--- src/rtl/regfile_wr_arbiter.sv ---
// Register-file write arbiter.
// Two write clients share one registered register-file write port under
// alternating priority. An init pulse runs a 32-cycle clear sequence that
// zeroes every register and locks out the clients while it runs. Read data
// is forwarded from the write currently on the port so consumers never see
// a stale word.
`timescale 1ns/1ps

module regfile_wr_arbiter #(
    parameter int DW = 32
) (
    input  logic          clk,
    input  logic          rst,
    input  logic          init,

    input  logic          c0_req,
    input  logic [4:0]    c0_addr,
    input  logic [DW-1:0] c0_data,
    output logic          c0_gnt,

    input  logic          c1_req,
    input  logic [4:0]    c1_addr,
    input  logic [DW-1:0] c1_data,
    output logic          c1_gnt,

    output logic          rf_we,
    output logic [4:0]    rf_waddr,
    output logic [DW-1:0] rf_wdata,

    input  logic [4:0]    rd_addr1,
    input  logic [4:0]    rd_addr2,
    input  logic [DW-1:0] rf_rd_data1,
    input  logic [DW-1:0] rf_rd_data2,
    output logic [DW-1:0] rd_data1,
    output logic [DW-1:0] rd_data2,

    output logic          busy
);

    typedef enum logic {
        IDLE  = 1'b0,
        CLEAR = 1'b1
    } state_e;

    state_e        state_q, state_d;
    logic [4:0]    cnt_q, cnt_d;        // clear address
    logic          prio_q, prio_d;      // 0: client 0 wins a tie, 1: client 1
    logic          we_q, we_d;          // client write pending on the port
    logic [4:0]    waddr_q, waddr_d;
    logic [DW-1:0] wdata_q, wdata_d;
    logic          arb_ok;

    // State register: FSM, clear counter, priority and the captured client write.
    always_ff @(posedge clk) begin
        // NOTE: non-blocking assignments make every register sample pre-edge values, so ordering inside the block cannot matter.
        if (rst) begin
            state_q <= IDLE;
            cnt_q   <= '0;
            prio_q  <= 1'b0;
            we_q    <= 1'b0;
            waddr_q <= '0;
            wdata_q <= '0;
        end else begin
            state_q <= state_d;
            cnt_q   <= cnt_d;
            prio_q  <= prio_d;
            we_q    <= we_d;
            waddr_q <= waddr_d;
            wdata_q <= wdata_d;
        end
    end

    // Next state: clear sequencing, priority hand-over and capture of the granted write.
    always_comb begin
        // NOTE: every signal gets a default before any branch, so no path can leave one unassigned and infer a latch.
        state_d = state_q;
        cnt_d   = cnt_q;
        prio_d  = prio_q;
        we_d    = 1'b0;
        waddr_d = waddr_q;
        wdata_d = wdata_q;

        case (state_q)
            IDLE: begin
                if (init) begin
                    state_d = CLEAR;
                    cnt_d   = '0;
                end
            end
            CLEAR: begin
                // The counter wraps back to 0 as the last register is cleared.
                cnt_d = cnt_q + 5'd1;
                if (cnt_q == 5'd31) begin
                    state_d = IDLE;
                end
            end
        endcase

        // Grants only occur in IDLE, so this never overlaps a clear write.
        if (c0_gnt) begin
            prio_d  = 1'b1;
            we_d    = 1'b1;
            waddr_d = c0_addr;
            wdata_d = c0_data;
        end else if (c1_gnt) begin
            prio_d  = 1'b0;
            we_d    = 1'b1;
            waddr_d = c1_addr;
            wdata_d = c1_data;
        end
    end

    // Outputs: same-cycle grants, busy flag and the register-file write port.
    always_comb begin
        busy   = (state_q == CLEAR);
        arb_ok = (state_q == IDLE) && !init && !rst;
        c0_gnt = arb_ok && c0_req && (!c1_req || !prio_q);
        c1_gnt = arb_ok && c1_req && (!c0_req ||  prio_q);

        if (state_q == CLEAR) begin
            rf_we    = 1'b1;
            rf_waddr = cnt_q;
            rf_wdata = '0;
        end else begin
            rf_we    = we_q;
            rf_waddr = waddr_q;
            rf_wdata = wdata_q;
        end
    end

    // Read forwarding: each port independently bypasses the write on the port.
    always_comb begin
        rd_data1 = (rf_we && (rd_addr1 == rf_waddr)) ? rf_wdata : rf_rd_data1;
        rd_data2 = (rf_we && (rd_addr2 == rf_waddr)) ? rf_wdata : rf_rd_data2;
    end

endmodule

--- config.mk ---
export PLATFORM = sky130hd
export DESIGN_NAME = regfile_wr_arbiter
export DESIGN_NICKNAME = d
export VERILOG_FILES = /design/src/rtl/regfile_wr_arbiter.sv
export SDC_FILE = /design/constraint.sdc
export NUM_CORES = 1
export LEC_CHECK = 0
export ABC_AREA = 1
export CAP_MARGIN = 25
export CORE_ASPECT_RATIO = 0.6
export CORE_MARGIN = 5
export CORE_UTILIZATION = 33
export CTS_BUF_LIST = sky130_fd_sc_hd__clkbuf_16
export DETAILED_ROUTE_END_ITERATION = 7
export GPL_ROUTABILITY_DRIVEN = 0
export PLACE_DENSITY = 0.79
export SYNTH_ARGS = -nofsm -noshare
export SYNTH_HDL_FRONTEND = slang
export SYNTH_SLANG_ARGS = --single-unit
--- constraint.sdc ---
create_clock -name clk -period 1.52 [get_ports clk]
set_input_delay 0.38 -clock clk [delete_from_list [all_inputs] [get_ports clk]]
set_output_delay 0.38 -clock clk [all_outputs]
set_load 0.02 [all_outputs]
==> impl_metrics.py <==
metrics = {
    "detailed_routing": {
        "post_drt_wl_per_cell_um": 18.5,
        "drtPass1Iterations": 5,
        "vias": 5938,
        "totalWireLength_mm": 21.6,
        "final_antenna_net_count": 0,
        "via_per_inst": 5.08,
        "drc": 0,
        "drtIter0Drc": 331,
    },
    "global_routing": {
        "antenna_found_initial": 0,
        "track_usage": 0.262,
        "grt_pass1_wl_mm": 28.8,
        "grt_overflow_total": 0,
        "grt_pass1_vias": 5412,
        "grt_max_degree": 42,
    },
    "floorplan": {
        "io_pins": 258,
        "core_um2": 11200,
        "die_area_um2": 13700,
        "num_rows": 30,
        "fp.dieH_um": 92.6,
        "die_width_um": 148,
        "start_util": 0.335,
    },
    "power": {
        "p_per_area_nw_per_um2": 506,
        "p_leak_nw": 3.95,
        "power_mw": 4.38,
        "vdd_drop_max_v": 0.000444,
    },
    "clock_tree": {
        "cts_root_buf": "clkbuf_16",
        "ctsHoldBuffers": 0,
        "cts-htree-levels": 2,
        "cts_inserted_buffers": 5,
        "cts.sinks": 45,
        "cts_buffer_depth": 2,
        "insertion_delay_ns": 0.29,
        "cts_tree": "built",
        "clk_pin_slew_ns": 0.07,
    },
    "sta": {
        "fin_crit_sh": 1.63,
        "fin_skew_ns": 0.00802,
        "fin_crit_ns": 2.48,
        "setup_viol": 147,
        "hold-worst-slack_ns": 0.463,
        "max_freq_ghz": 0.404,
        "final_hold_viol_count": 0,
        "rsz0062_at_grt": "true",
        "worst_pin_slew_ns": 0.638,
        "worst_slew_margin_rel": 0.574,
        "setup_slack_ns": -0.956,
        "drv_slew": 0,
    },
    "synthesis": {
        "syn_avg_cell_area_um2": 5.51,
        "mappedNetlistArea_um2": 3750,
        "syn_nets": 837,
        "synth_top_area_frac": 0.353,
        "synth_area_leaders": "nand2_1 35%, dfxtp_1 24%, nand3_1 6.0%, nand4_1 5.3%, a21oi_1 5.2%",
        "yosys_warnings": 0,
        "synthFlopType": "dfxtp_1",
        "synth_enable_flop_cells": 0,
        "async_flop_share": 0,
        "synthCells": 682,
        "yosys_register_bits": 45,
        "synth_cell_types": 27,
        "ys_seq_area_frac": 0.240,
        "yosys.area.top_type": "nand2_1",
    },
    "finish": {
        "layout_common_cells": "216 x nand2_1, 151 x clkdlybuf4s50_1, 117 x nand2_2, 91 x buf_4, 53 x buf_6",
        "syn2layout_area_growth_pct": 131,
        "fin_nets": 1178,
        "antenna_cells": 0,
        "drive_above_1_share": 0.448,
        "utilization": 0.772,
        "final_cells": 1168,
        "final_common_cell": "nand2_1",
    },
    "critical_path": {
        "cp_common_cell": "nand2_2",
        "cp_data_arrival_time_ns": 2.10,
        "critPathKind": "reg -> out",
        "cp_slowest_cell": "dfxtp_4",
        "worstPathMaxFanout": 10,
        "cp_slowest_stage_delay_ns": 0.46,
        "cp-end-kind": "output port",
        "cp.required_ns": 1.14,
        "cp_cell_sequence": "buf_6, nand2_2, nand2_2, nor2_4, nor2_4, buf_12, nand3_4, buf_4, buf_12, nand2_1, nand2_2, buf_2",
        "crit_family": "buffers and inverters",
        "cp-start-kind": "flop",
        "worst-path-buf-inv": 5,
    },
    "worst_hold_path": {
        "hp-class": "reg -> reg",
    },
    "place": {
        "hpwl_mm": 13.5,
        "port_buffers": 257,
        "place_ws_ns": -1.20,
        "place_inst": 1106,
    },
    "job": {
        "cap_viol_max_count": 0,
    },
    "outcome": {
        "violations": "setup timing",
        "outcome": "finished with violations",
    },
}
-- power breakdown --
part / leakage [nW] / internal, mW / total, mW / switching (mW)
combinational: 3.51 / 1.07 / 2.07 / 0.997
clock: 0.0738 / 0.593 / 1.06 / 0.463
sequential: 0.366 / 1.22 / 1.26 / 0.0343
-- metrics by stage --
step | setup TNS (ns) | area (um^2)
after floorplan | -19.11 | 4240
after global routing | -96.97 | 8670
after detailed placement | -111.84 | 7310
after CTS | -87.28 | 7630
final | -88.44 | 8670
after global placement | -109.19 | 7310
-- final timing paths --
check | from | endpoint | slack (ns) | cells after the start
setup reg to reg | busy | wdata_q[16] | -0.50 | 13
hold reg to reg | wdata_q[11] | wdata_q[11] | 0.46 | 2
hold / removal | wdata_q[11] | wdata_q[11] | 0.46 | 2
setup / recovery | busy | rd_data2[6] | -0.96 | 12
-- state kept, by name, indices dropped and copies added, names as in the netlist --
register / cells
wdata_q: 32
prio_q: 1
busy: 1
cnt_q: 5
waddr_q: 5
we_q: 1
-- per-layer routing --
metal / GRT usage / vias to the layer above / part of all wire
met2: 0.441 / 269 / 0.47
met4: 0.0434 / 0 / 0.016
met1: 0.348 / 2798 / 0.44
li1: - / 2841 / -
met5: 0 / - / 0
met3: 0.0636 / 30 / 0.084
-- final cells by class --
type	instances	area (um^2)
clock buffer	5	125
clock inverter	3	11.3
fill	831	2550
inverter	55	224
multi-input combinational	536	3210
sequential	45	906
tap	144	180
timing repair buffer	380	4010
-- tightest hold or removal path, delay by kind of cell, from the launching register on --
family          cells  cell delay, ns
flops               1            0.31
simple gates        1            0.06
compound gates      1            0.05
-- kinds of logic (layout without fill, tap and decap cells) --
kind of cell	Yosys count	count (layout)	share of synthesized area
AND/OR/NAND/NOR	486	486	0.548
buffers and inverters	101	443	0.137
AO/OA/AOI/OAI	48	48	0.0680
flip-flops	45	45	0.240
adder cells (fa/ha/maj)	2	2	0.00666
-- cells in the mapped netlist, types with 3 or more instances --
master / count
nand2_1: 353
nor2_4: 6
buf_2: 17
a21oi_1: 39
inv_2: 3
o21ai_0: 3
buf_6: 10
nor2_1: 37
nand2_2: 6
dfxtp_1: 45
clkbuf_1: 9
buf_4: 10
inv_1: 51
nand3_1: 45
nand4_1: 32
-- timing repair --
| action | CTS | global route |
|---|---|---|
| gates cloned | 5 | 14 |
| resized for setup | 403 | 245 |
| endpoints found under the hold margin | 0 | 0 |
| pin swaps | 7 | 39 |
| setup endpoints to repair | 142 | 145 |
| setup buffers | 13 | 22 |
Power figures use the tool's default switching activity.
